===== src/rtl/parking_pkg.sv =====
// Shared types and constants for the car-park gate sequencer and its neighbours.
// OCC_W and the default capacity must match the occupancy counter and the slot-LED chain.
package parking_pkg;

   localparam int OCC_W        = 8;
   localparam int CAPACITY_DEF = 20;

   typedef enum logic [1:0] {
      IDLE     = 2'd0,
      OPEN_IN  = 2'd1,
      OPEN_OUT = 2'd2,
      COOLDOWN = 2'd3
   } gate_state_e;

   typedef enum logic {
      SIDE_ENTRY = 1'b0,
      SIDE_EXIT  = 1'b1
   } side_e;

   // One timer serves both the open and the cooldown phase, so it is sized for the longer one.
   function automatic int timer_width(input int t, input int h);
      return $clog2(((t > h) ? t : h) + 1);
   endfunction

endpackage


===== src/rtl/gate_timer.sv =====
// Loadable down-counter with a zero flag.
// A load takes priority; otherwise it counts down to zero and holds there.
module gate_timer #(
   parameter int W = 5
) (
   input  logic         clk,
   input  logic         reset,
   input  logic         load,
   input  logic [W-1:0] load_val,
   output logic         zero
);

   logic [W-1:0] count;

   always_ff @(posedge clk) begin
      if (reset) begin
         count <= '0;
      end else if (load) begin
         count <= load_val;
      end else if (count != '0) begin
         count <= count - W'(1);
      end
   end

   assign zero = (count == '0);

endmodule


===== src/rtl/parking_gate_sequencer.sv =====
// Entry/exit barrier sequencer: round-robin arbitration, one car per transaction,
// and inc/dec pulses to the occupancy counter only after a car has actually passed.
//
// state    | meaning
// ---------+-----------------------------------------------------------
// IDLE     | both gates closed, waiting for an eligible request
// OPEN_IN  | entry barrier open, waiting for car_passed or timeout
// OPEN_OUT | exit barrier open, waiting for car_passed or timeout
// COOLDOWN | both gates closed for HOLDOFF cycles before the next grant
module parking_gate_sequencer
   import parking_pkg::*;
#(
   parameter int CAPACITY = CAPACITY_DEF,
   parameter int TIMEOUT  = 16,
   parameter int HOLDOFF  = 4
) (
   input  logic             clk,
   input  logic             reset,
   input  logic             entry_req,
   input  logic             exit_req,
   input  logic             car_passed,
   input  logic [OCC_W-1:0] occupancy,
   output logic             gate_in_open,
   output logic             gate_out_open,
   output logic             inc_pulse,
   output logic             dec_pulse,
   output logic             full,
   output logic             busy,
   output logic             timeout_err
);

   localparam int TW = timer_width(TIMEOUT, HOLDOFF);

   localparam logic [1:0] ST_IDLE     = IDLE;
   localparam logic [1:0] ST_OPEN_IN  = OPEN_IN;
   localparam logic [1:0] ST_OPEN_OUT = OPEN_OUT;
   localparam logic [1:0] ST_COOLDOWN = COOLDOWN;

   localparam logic [OCC_W-1:0] CAP     = OCC_W'(CAPACITY);
   localparam logic [TW-1:0]    OPEN_LD = TW'(TIMEOUT - 1);
   localparam logic [TW-1:0]    HOLD_LD = TW'(HOLDOFF - 1);

   logic [1:0]    state;
   logic [1:0]    state_nxt;
   side_e         last_served;
   side_e         served_nxt;
   logic          tmr_load;
   logic [TW-1:0] tmr_val;
   logic          tmr_zero;
   logic          inc_nxt;
   logic          dec_nxt;
   logic          to_nxt;
   logic          ent_ok;
   logic          ext_ok;

   assign ent_ok = entry_req && (occupancy < CAP);
   assign ext_ok = exit_req && (occupancy != '0);

   gate_timer #(.W(TW)) u_timer (
      .clk      (clk),
      .reset    (reset),
      .load     (tmr_load),
      .load_val (tmr_val),
      .zero     (tmr_zero)
   );

   always_comb begin
      state_nxt  = state;
      served_nxt = last_served;
      tmr_load   = 1'b0;
      tmr_val    = '0;
      inc_nxt    = 1'b0;
      dec_nxt    = 1'b0;
      to_nxt     = 1'b0;
      case (state)
         ST_IDLE: begin
            // On a tie the side not served last time wins.
            if (ent_ok && (!ext_ok || last_served == SIDE_EXIT)) begin
               state_nxt  = ST_OPEN_IN;
               served_nxt = SIDE_ENTRY;
               tmr_load   = 1'b1;
               tmr_val    = OPEN_LD;
            end else if (ext_ok) begin
               state_nxt  = ST_OPEN_OUT;
               served_nxt = SIDE_EXIT;
               tmr_load   = 1'b1;
               tmr_val    = OPEN_LD;
            end
         end
         ST_OPEN_IN, ST_OPEN_OUT: begin
            // A pass on the final open cycle still counts the car.
            if (car_passed) begin
               state_nxt = ST_COOLDOWN;
               tmr_load  = 1'b1;
               tmr_val   = HOLD_LD;
               inc_nxt   = (state == ST_OPEN_IN);
               dec_nxt   = (state == ST_OPEN_OUT);
            end else if (tmr_zero) begin
               state_nxt = ST_COOLDOWN;
               tmr_load  = 1'b1;
               tmr_val   = HOLD_LD;
               to_nxt    = 1'b1;
            end
         end
         ST_COOLDOWN: begin
            if (tmr_zero) begin
               state_nxt = ST_IDLE;
            end
         end
         default: begin
            state_nxt = ST_IDLE;
         end
      endcase
   end

   always_ff @(posedge clk) begin
      if (reset) begin
         state       <= ST_IDLE;
         last_served <= SIDE_EXIT;
         inc_pulse   <= 1'b0;
         dec_pulse   <= 1'b0;
         timeout_err <= 1'b0;
      end else begin
         state       <= state_nxt;
         last_served <= served_nxt;
         inc_pulse   <= inc_nxt;
         dec_pulse   <= dec_nxt;
         timeout_err <= to_nxt;
      end
   end

   assign gate_in_open  = (state == ST_OPEN_IN);
   assign gate_out_open = (state == ST_OPEN_OUT);
   assign busy          = (state != ST_IDLE);
   assign full          = (occupancy >= CAP);

endmodule


===== config.mk =====
export PLATFORM = sky130hd
export DESIGN_NAME = parking_gate_sequencer
export DESIGN_NICKNAME = d
export VERILOG_FILES = /design/src/rtl/parking_pkg.sv /design/src/rtl/gate_timer.sv /design/src/rtl/parking_gate_sequencer.sv
export SDC_FILE = /design/constraint.sdc
export NUM_CORES = 1
export LEC_CHECK = 0
export ABC_AREA = 0
export CORE_MARGIN = 4
export CORE_UTILIZATION = 48
export DETAILED_ROUTE_END_ITERATION = 8
export GPL_TIMING_DRIVEN = 0
export PLACE_DENSITY = 0.92
export RECOVER_POWER = 25
export SYNTH_ARGS = -nofsm -noshare
export SYNTH_HDL_FRONTEND = slang
export SYNTH_SLANG_ARGS = --single-unit
export TNS_END_PERCENT = 30

===== constraint.sdc =====
create_clock -name clk -period 4.13 [get_ports clk]
set_input_delay 0.413 -clock clk [delete_from_list [all_inputs] [get_ports clk]]
set_output_delay 0.413 -clock clk [all_outputs]
set_load 0.01 [all_outputs]

Word level (Yosys, flattened, before mapping):

Cells that the tools add are included.

* register bits after elaboration: 11
* bits in latches: 0
* RAM bits: 0
* memory bits (read-only): 0
* input port bits: 13
* output and inout bits: 7
* logic and storage cells: 54
* memories kept: 0

* add/sub/neg operators: 1
* multipliers: 0
* div/mod/pow operators: 0
* order comparisons: 2
* eq/ne operators: 6
* shift-type cells: 0
* muxes and demuxes: 20
* bitwise operators: 2
* reductions and logical operators: 17

Operators with widths (number)
* two-way mux 2 bit: 7
* two-way mux 5 bit: 2
* >= comparator 8 x 5 -> 1 bit (second input constant): 1
* less-than comparator 8 x 5 -> 1 bit (second input constant): 1
* two-way mux 4 bit: 2
* case mux 4 bit (2 select lines): 1
* nonzero test 8 bit: 1
* two-way mux 1 bit: 6
* inequality test 3 bit (second input constant): 2
* case mux 2 bit (3 select lines): 1
* nonzero test 2 bit: 3
* OR reduction 3 bit: 2
* logical NOT 5 bit: 1
* nonzero test 5 bit: 1
* subtractor 5 x 1 -> 5 bit (second input constant): 1
* equality test 2 bit (second input constant): 2
* logical AND 1 bit: 3
* AND reduction 3 bit: 1
* equality test 2 x 1 -> 1 bit (second input constant): 1
* logical NOT 2 bit: 1
* inequality test 2 bit (second input constant): 1
* NOT 1 bit: 2
* case mux 1 bit (2 select lines): 1
* AND reduction 2 bit: 1
* 3 further kinds: 3

Longest topological paths before layout:

Gate-level depths: netlist of run 1.

* depth after elaboration: 8
* depth in mapped cells: 6
* gate-level depth less buffers: 6

Modules after synthesis:

Synthesis of run 1 repeated with hierarchy kept, for this count alone.

* cell total of the unflattened synthesis: 84
* area total of the unflattened synthesis: 757.0 µm²

By module, submodules not included
* parking_gate_sequencer: times used 1, cells each 52, area an instance 469.2 µm², seq. area each 120.1 µm²
* gate_timer: times used 1, cells each 32, area an instance 287.8 µm², seq. area each 100.1 µm²

Worst setup path after synthesis of run 1:

Ideal clock, no wire load.

* path type: register to register
* start: register u_timer.count[0]
* end: register state[0]
* setup time: 0.079 ns
* arrival time: 1.502 ns
* required time: 4.051 ns
* setup slack: 2.548 ns
* cell stages (with the launch flop): 7
* buffers on the path: 0
* period minus slack after synthesis: 1.582 ns
* cell sequence: dfxtp_1 -> inv_1 -> ha_1 -> or4b_4 -> o21a_1 -> a32o_1 -> a211oi_2

* word-level cells in the longest chain between the ends: 3
* elaborated cells between the ends (all ways): 4
* those cells by class: 2 x eq/ne; 2 x reduce/logical

RTL lines
* from (decl): line gate_timer.sv:13 `logic [W-1:0] count;`
* from (signal assigned): line gate_timer.sv:19 `count <= load_val;`
* from (signal assigned): line gate_timer.sv:21 `count <= count - W'(1);`
* logical NOT 5 bit *: line gate_timer.sv:25 `assign zero = (count == '0);`
* inequality test 3 bit (no line) / inequality test 2 bit (equally long branches)
* AND reduction 3 bit (no line) *
* to (signal assigned): line parking_gate_sequencer.sv:124 `state <= state_nxt;`
* to (decl): line parking_gate_sequencer.sv:43 `logic [1:0] state;`

Every way passes the cells marked *; elsewhere a longest branch is shown, timed or not.
A chain may end at the register's enable or synchronous reset.

Final worst setup path of run 1:

* start: register state[0]
* end: output busy

* word-level cells in the longest chain between the ends: 1

RTL lines
* nonzero test 2 bit: line parking_gate_sequencer.sv:134 `assign busy = (state != ST_IDLE);`
* to (decl): line parking_gate_sequencer.sv:28 `output logic busy,`

No other way between the ends.

==> impl_metrics.env, run 1 <==
export IMPL_antenna_cells=0
export IMPL_outcome="finished clean"
export IMPL_dp_hpwl_mm=1.16
export IMPL_dieWidth_um=45.6
export IMPL_required_ns=3.72
export IMPL_synth_top_area_share_pct=32.5
export IMPL_cts_resized_gates=0
export IMPL_antenna_found_initial=0
export IMPL_fin_crit_ns=2.13
export IMPL_boundaryPins=20
export IMPL_grt_pass1_wl_mm=2.42
export IMPL_arrival_ns=1.72
export IMPL_htree_levels=1
export IMPL_synth_main_ff_cell="dfxtp_1"
export IMPL_synthCells=75
export IMPL_finalWirelength_mm=1.44
export IMPL_synth_edf_count=0
export IMPL_synth_area_leaders="dfxtp_1 32%, ha_1 13%, nand2_1 3.9%"
export IMPL_seq_area_frac_synth_pct=32.5
export IMPL_drtPass1Iterations=4
export IMPL_cp_max_fo=4
export IMPL_layout_nets=119
export IMPL_p_sw_uw=254
export IMPL_reg2reg_depth=6
export IMPL_syn2layout_area_growth_pct=34.7
export IMPL_syn_area_um2=678
export IMPL_coreArea_mm2=0.00132
export IMPL_root_buffer="clkbuf_4"
export IMPL_post_drt_via_cell_ratio=5.50
export IMPL_async_flop_share_pct=0
export IMPL_cts_hold_buf=0
export IMPL_crit_type="reg2out"
export IMPL_powerDensity_mw_per_mm2=671
export IMPL_ys_top_cells_by_count="11 x dfxtp_1, 7 x ha_1, 7 x nand2_1"
export IMPL_slowest_delay_ns=0.56
export IMPL_gp_congestion=0.802
export IMPL_synth_most_common_cell="dfxtp_1"
export IMPL_drive_above_1_share_pct=9.18
export IMPL_num_vias=621
export IMPL_io_buffers=19
export IMPL_tightestPinTransition_ns=0.541
export IMPL_clk_pin_slew_worst_paths_ns=0.08
export IMPL_drv_cap=0
export IMPL_yosys_area_top_type="dfxtp_1"
export IMPL_p_comb_share_pct=58.8
export IMPL_fin_crit_sh_pct=51.6
export IMPL_swShare_pct=41.5
export IMPL_fp_dieH_um=45.6
export IMPL_ant_nets=0
export IMPL_postCtsSetupRepairBufs=0
export IMPL_ys_warn_count=0
export IMPL_wl_per_cell_um=12.7
export IMPL_max_slew_margin_pct=63.4
export IMPL_power_internal_uw=359
export IMPL_cts_sinks=11
export IMPL_synth_nets=95
export IMPL_crit_top_cell="inv_1"
export IMPL_hold_viol=0
export IMPL_whs_path_depth=1
export IMPL_setup_viol=0
export IMPL_fin_cells=113
export IMPL_cp_cell_sequence="inv_1 > ha_1 > inv_1 > clkdlybuf4s50_1"
export IMPL_rsz0062_at_grt="no"
export IMPL_cp_slowest_cell="clkdlybuf4s50_1"
export IMPL_synth_seq_cells=11
export IMPL_dp_cells=109
export IMPL_slew_viol_final=0
export IMPL_start_util_pct=51.5
export IMPL_syn_avg_cell_area_um2=9.04
export IMPL_drc=0
export IMPL_p_clk_share_pct=12.7
export IMPL_ir_worst_vdd_mv=0.278
export IMPL_ys_types=31
export IMPL_critPathCaptureType="output pin"
export IMPL_dieArea_mm2=0.00208
export IMPL_cts_made_buffers=3
export IMPL_finalSetupTns_ns=0
export IMPL_grtUsageTotal_pct=16.1
export IMPL_cts_tree="yes"
export IMPL_cp_start_kind="register"
export IMPL_fmax_ghz=0.470
export IMPL_grt_max_degree=11
export IMPL_clock_skew_ns=0.00712
export IMPL_globalRoute_totalOverflow=0
export IMPL_num_rows=13
export IMPL_leakage_uw=0.000364
export IMPL_clock_latency_ns=0.28
export IMPL_grt_pass1_vias=629
export IMPL_clockBufferDepth=2
export IMPL_hold_path_class="reg2reg"
export IMPL_initialDrtViolationCount=4
export IMPL_seq_power_share_pct=28.5
power by group through the flow:
stage	Clock (uW)	Combinational, uW	Sequential, uW
final	77.7	360	175
after global routing	83.5	399	181
after CTS	79.0	360	175
after detailed placement	0	358	177
after global placement	0	344	174
after floorplan	0	265	170
critical path, delay by kind of cell, from the launching register on:
family / cells / cell delay [ns]
buffers and inverters: 3 / 0.80
flip-flops: 1 / 0.39
adder cells (fa/ha/maj): 1 / 0.25
metal layers:
| metal | track usage (%) | wire (um) | part of all wire (%) |
|---|---|---|---|
| met1 | 17.5 | 612 | 43 |
| met2 | 27.0 | 671 | 47 |
| met3 | 3.16 | 108 | 7.5 |
| met4 | 12.3 | 47 | 3.3 |
| met5 | 0 | 0 | 0 |
registers in the layout, summed over array words and instances (netlist names):
signal,count
inc_pulse,1
u_timer.count,5
state,2
dec_pulse,1
timeout_err,1
last_served,1
final timing paths:
path	to	start	slack, ns
worst max-delay path	busy	state[0]$_SDFFE_PP0P_	2.00
worst min-delay path	last_served$_SDFFE_PP1P_	last_served$_SDFFE_PP1P_	0.51
worst max register to register	state[1]$_SDFFE_PP0P_	u_timer.count[0]$_SDFFE_PP0P_	2.38
worst min register to register	last_served$_SDFFE_PP1P_	last_served$_SDFFE_PP1P_	0.51
area by class of cell:
type | instances | area, um2
buffer | 1 | 3.75
clock buffer | 4 | 26.3
fill | 106 | 404
inverter | 5 | 18.8
multi-input combinational | 58 | 435
sequential | 11 | 220
tap | 15 | 18.8
timing repair buffer | 19 | 190
layout by cell type, fill, tap and decap left out, drive strengths merged, types with 2 or more instances in the layout:
| master | netlist | layout |
|---|---|---|
| nor3b | 3 | 3 |
| nand2 | 7 | 7 |
| inv | 5 | 5 |
| or4 | 2 | 2 |
| clkdlybuf4s50 | 0 | 18 |
| xor2 | 2 | 2 |
| a31oi | 4 | 4 |
| dfxtp | 11 | 11 |
| nor2b | 4 | 4 |
| a211o | 2 | 2 |
| ha | 7 | 7 |
| o21ai | 5 | 5 |
| xnor2 | 2 | 2 |
| a21oi | 3 | 3 |
| clkbuf | 1 | 5 |
| nor3 | 3 | 3 |
| nor2 | 3 | 3 |
through the flow:
step | hold WS, ns | util, % | power, uW | instance area, um2 | worst slack, ns
CTS | 0.510 | 69.3 | 614 | 913 | 2.00
floorplan | 0.461 | - | 435 | 678 | 2.55
detailed placement | 0.493 | 67.3 | 535 | 887 | 2.03
finish | 0.507 | 69.3 | 613 | 913 | 2.00
global route | 0.532 | 69.3 | 664 | 913 | 1.88
global placement | 0.477 | 67.3 | 518 | 887 | 2.05
kinds of logic after synthesis:
group,count (synthesis),share of synthesized area [%]
mux,1,1.48
flops,11,32.5
compound gates,18,19.7
simple gates,28,24.9
buf+inv,6,3.32
fa+ha+maj,7,12.9
xor+xnor,4,5.17
(Power assumes the default switching activity.)
==> run 2, diff against run 1 <==
- CORE_UTILIZATION: 48 -> 40
- PLACE_DENSITY: 0.92 -> 0.83
- clock period: 4.13 -> 1.9 ns (I/O delays scaled with it)
==> run 2 against run 1 <==
Effect of this change: non-clock buffer count did not move; die area rose by 16%; clock power rose by 100%; final cell count rose by 0.88%; core utilization fell by 11 points; sequential share of layout area barely moved; sequential cell count did not move; count of clock-buffer cells in the layout fell by 1; critical path depth rose by 2; total power rose by 110%; global-route usage fell by 4.4 points; first-iteration DRC count rose to 2.5 times the previous value; critical endpoint is now state[0]$_SDFFE_PP0P_; largest cell class unchanged; largest power group unchanged.
==> impl_metrics.env, run 2 (synthesized netlist as in run 1, its figures left out) <==
export IMPL_dieArea_mm2=0.00242
export IMPL_critPathCaptureType="register"
export IMPL_leakage_uw=0.000372
export IMPL_tightestPinTransition_ns=0.605
export IMPL_htree_levels=1
export IMPL_cts_hold_buf=0
export IMPL_final_common_cell="clkdlybuf4s50_1"
export IMPL_dieWidth_um=49.2
export IMPL_ir_worst_vdd_mv=0.653
export IMPL_layout_nets=119
export IMPL_regMostFlops="u_timer.count"
export IMPL_coreArea_mm2=0.00156
export IMPL_drive_above_1_share_pct=10.2
export IMPL_boundaryPins=20
export IMPL_fin_crit_sh_pct=91.5
export IMPL_initialDrtViolationCount=10
export IMPL_antenna_found_initial=0
export IMPL_fp_dieH_um=49.2
export IMPL_cp_max_fo=4
export IMPL_fin_crit_ns=1.74
export IMPL_clock_skew_ns=0.00976
export IMPL_reg2reg_depth=6
export IMPL_clockBufferDepth=2
export IMPL_crit_type="reg2reg"
export IMPL_slowest_delay_ns=0.49
export IMPL_drv_cap=0
export IMPL_num_vias=598
export IMPL_syn2layout_area_growth_pct=34.9
export IMPL_fill_cells=141
export IMPL_setup_viol=0
export IMPL_cp_start_kind="register"
export IMPL_wl_per_cell_um=11.7
export IMPL_finalSetupTns_ns=0
export IMPL_slew_viol_final=0
export IMPL_finalWirelength_mm=1.34
export IMPL_hold_path_class="reg2reg"
export IMPL_largest_register_ffs=5
export IMPL_dp_hpwl_mm=1.13
export IMPL_outcome="finished clean"
export IMPL_clock_latency_ns=0.26
export IMPL_path_buf_inv=1
export IMPL_cts_sinks=11
export IMPL_cts_made_buffers=3
export IMPL_cp_depth=6
export IMPL_critical_path_top_delay_family="compound AO/OA/AOI/OAI gates"
export IMPL_post_drt_via_cell_ratio=5.25
export IMPL_mostFrequentLayoutCells="16 x clkdlybuf4s50_1, 11 x dfxtp_1, 7 x nand2_1, 7 x ha_1, 5 x inv_1"
export IMPL_grt_pass1_vias=577
export IMPL_num_rows=14
export IMPL_grt_pass1_wl_mm=2.30
export IMPL_root_buffer="clkbuf_4"
export IMPL_io_buffers=19
export IMPL_cp_slowest_cell="or4b_4"
export IMPL_setup_ws_ns=0.162
export IMPL_top_regs="u_timer.count: 5 flops, state: 2 flops"
export IMPL_gp_congestion=0.862
export IMPL_cts_tree="yes"
export IMPL_required_ns=2.09
export IMPL_fmax_ghz=0.575
export IMPL_antenna_cells=0
export IMPL_final_util_pct=58.7
export IMPL_hold_viol=0
export IMPL_grtUsageTotal_pct=11.7
export IMPL_cp_cell_sequence="inv_1 > ha_1 > or4b_4 > o21a_1 > a32o_1 > a211oi_2"
export IMPL_clk_pin_slew_worst_paths_ns=0.08
export IMPL_max_slew_margin_pct=59.1
export IMPL_postCtsSetupRepairBufs=0
export IMPL_whs_path_depth=1
export IMPL_ant_nets=0
export IMPL_drc=0
export IMPL_arrival_ns=1.93
export IMPL_post_place_ws_ns=0.0525
export IMPL_powerDensity_mw_per_mm2=1420
export IMPL_globalRoute_totalOverflow=0
export IMPL_grt_max_degree=11
export IMPL_rsz0062_at_grt="no"
export IMPL_drtPass1Iterations=4
export IMPL_start_util_pct=43.5
run 2: timing repair:
| item | in CTS | in global routing |
|---|---|---|
| endpoints found under the hold margin | 0 | 0 |
| resized for setup | 1 | 0 |
| endpoints found under the setup margin | 1 | 0 |
run 2: worst reg2reg max path, delay by kind of cell (launching register included):
family | cells | cell delay [ns]
DFF | 1 | 0.32
AOI/OAI and AO/OA | 3 | 0.57
adders and majority gates | 1 | 0.18
and+or+nand+nor | 1 | 0.49
buffers and inverters | 1 | 0.11
run 2: worst paths after layout:
kind                                   end  slack, ns                     startpoint
setup / recovery     state[0]$_SDFFE_PP0P_       0.16  u_timer.count[0]$_SDFFE_PP0P_
hold / removal    last_served$_SDFFE_PP1P_       0.52       last_served$_SDFFE_PP1P_
setup reg to reg     state[0]$_SDFFE_PP0P_       0.16  u_timer.count[0]$_SDFFE_PP0P_
hold reg to reg   last_served$_SDFFE_PP1P_       0.52       last_served$_SDFFE_PP1P_
run 2: area by class of cell:
type,count,area [um2],area share [%]
Clock inverter,1,5.00,0.547
Buffer,1,3.75,0.410
Clock buffer,3,22.5,2.46
Multi-Input combinational cell,58,435,47.6
Inverter,5,18.8,2.05
Timing Repair Buffer,19,189,20.7
Tap cell,16,20.0,2.19
Sequential cell,11,220,24.1
run 2: stage by stage:
stage,hold slack [ns],cells,total power (uW),instance area (um2)
after floorplan,0.346,75,945,678
after detailed placement,0.488,110,1160,888
after global routing,0.563,114,1430,915
after CTS,0.510,114,1310,915
after global placement,0.479,110,1130,888
final,0.516,114,1300,915
run 2: where the power goes:
part	switching (uW)	internal (uW)	leakage [uW]
logic	388	379	0.000264
clock network	78.1	77.6	0.0000177
registers	65.8	308	0.0000906
run 2: metal layers:
| metal | GRT usage, % | vias up | routed length (um) |
|---|---|---|---|
| met3 | 3.36 | 2 | 103 |
| met5 | 0 | - | 0 |
| met1 | 13.8 | 262 | 616 |
| met2 | 20.5 | 18 | 607 |
| li1 | - | 316 | - |
| met4 | 2.84 | 0 | 10 |
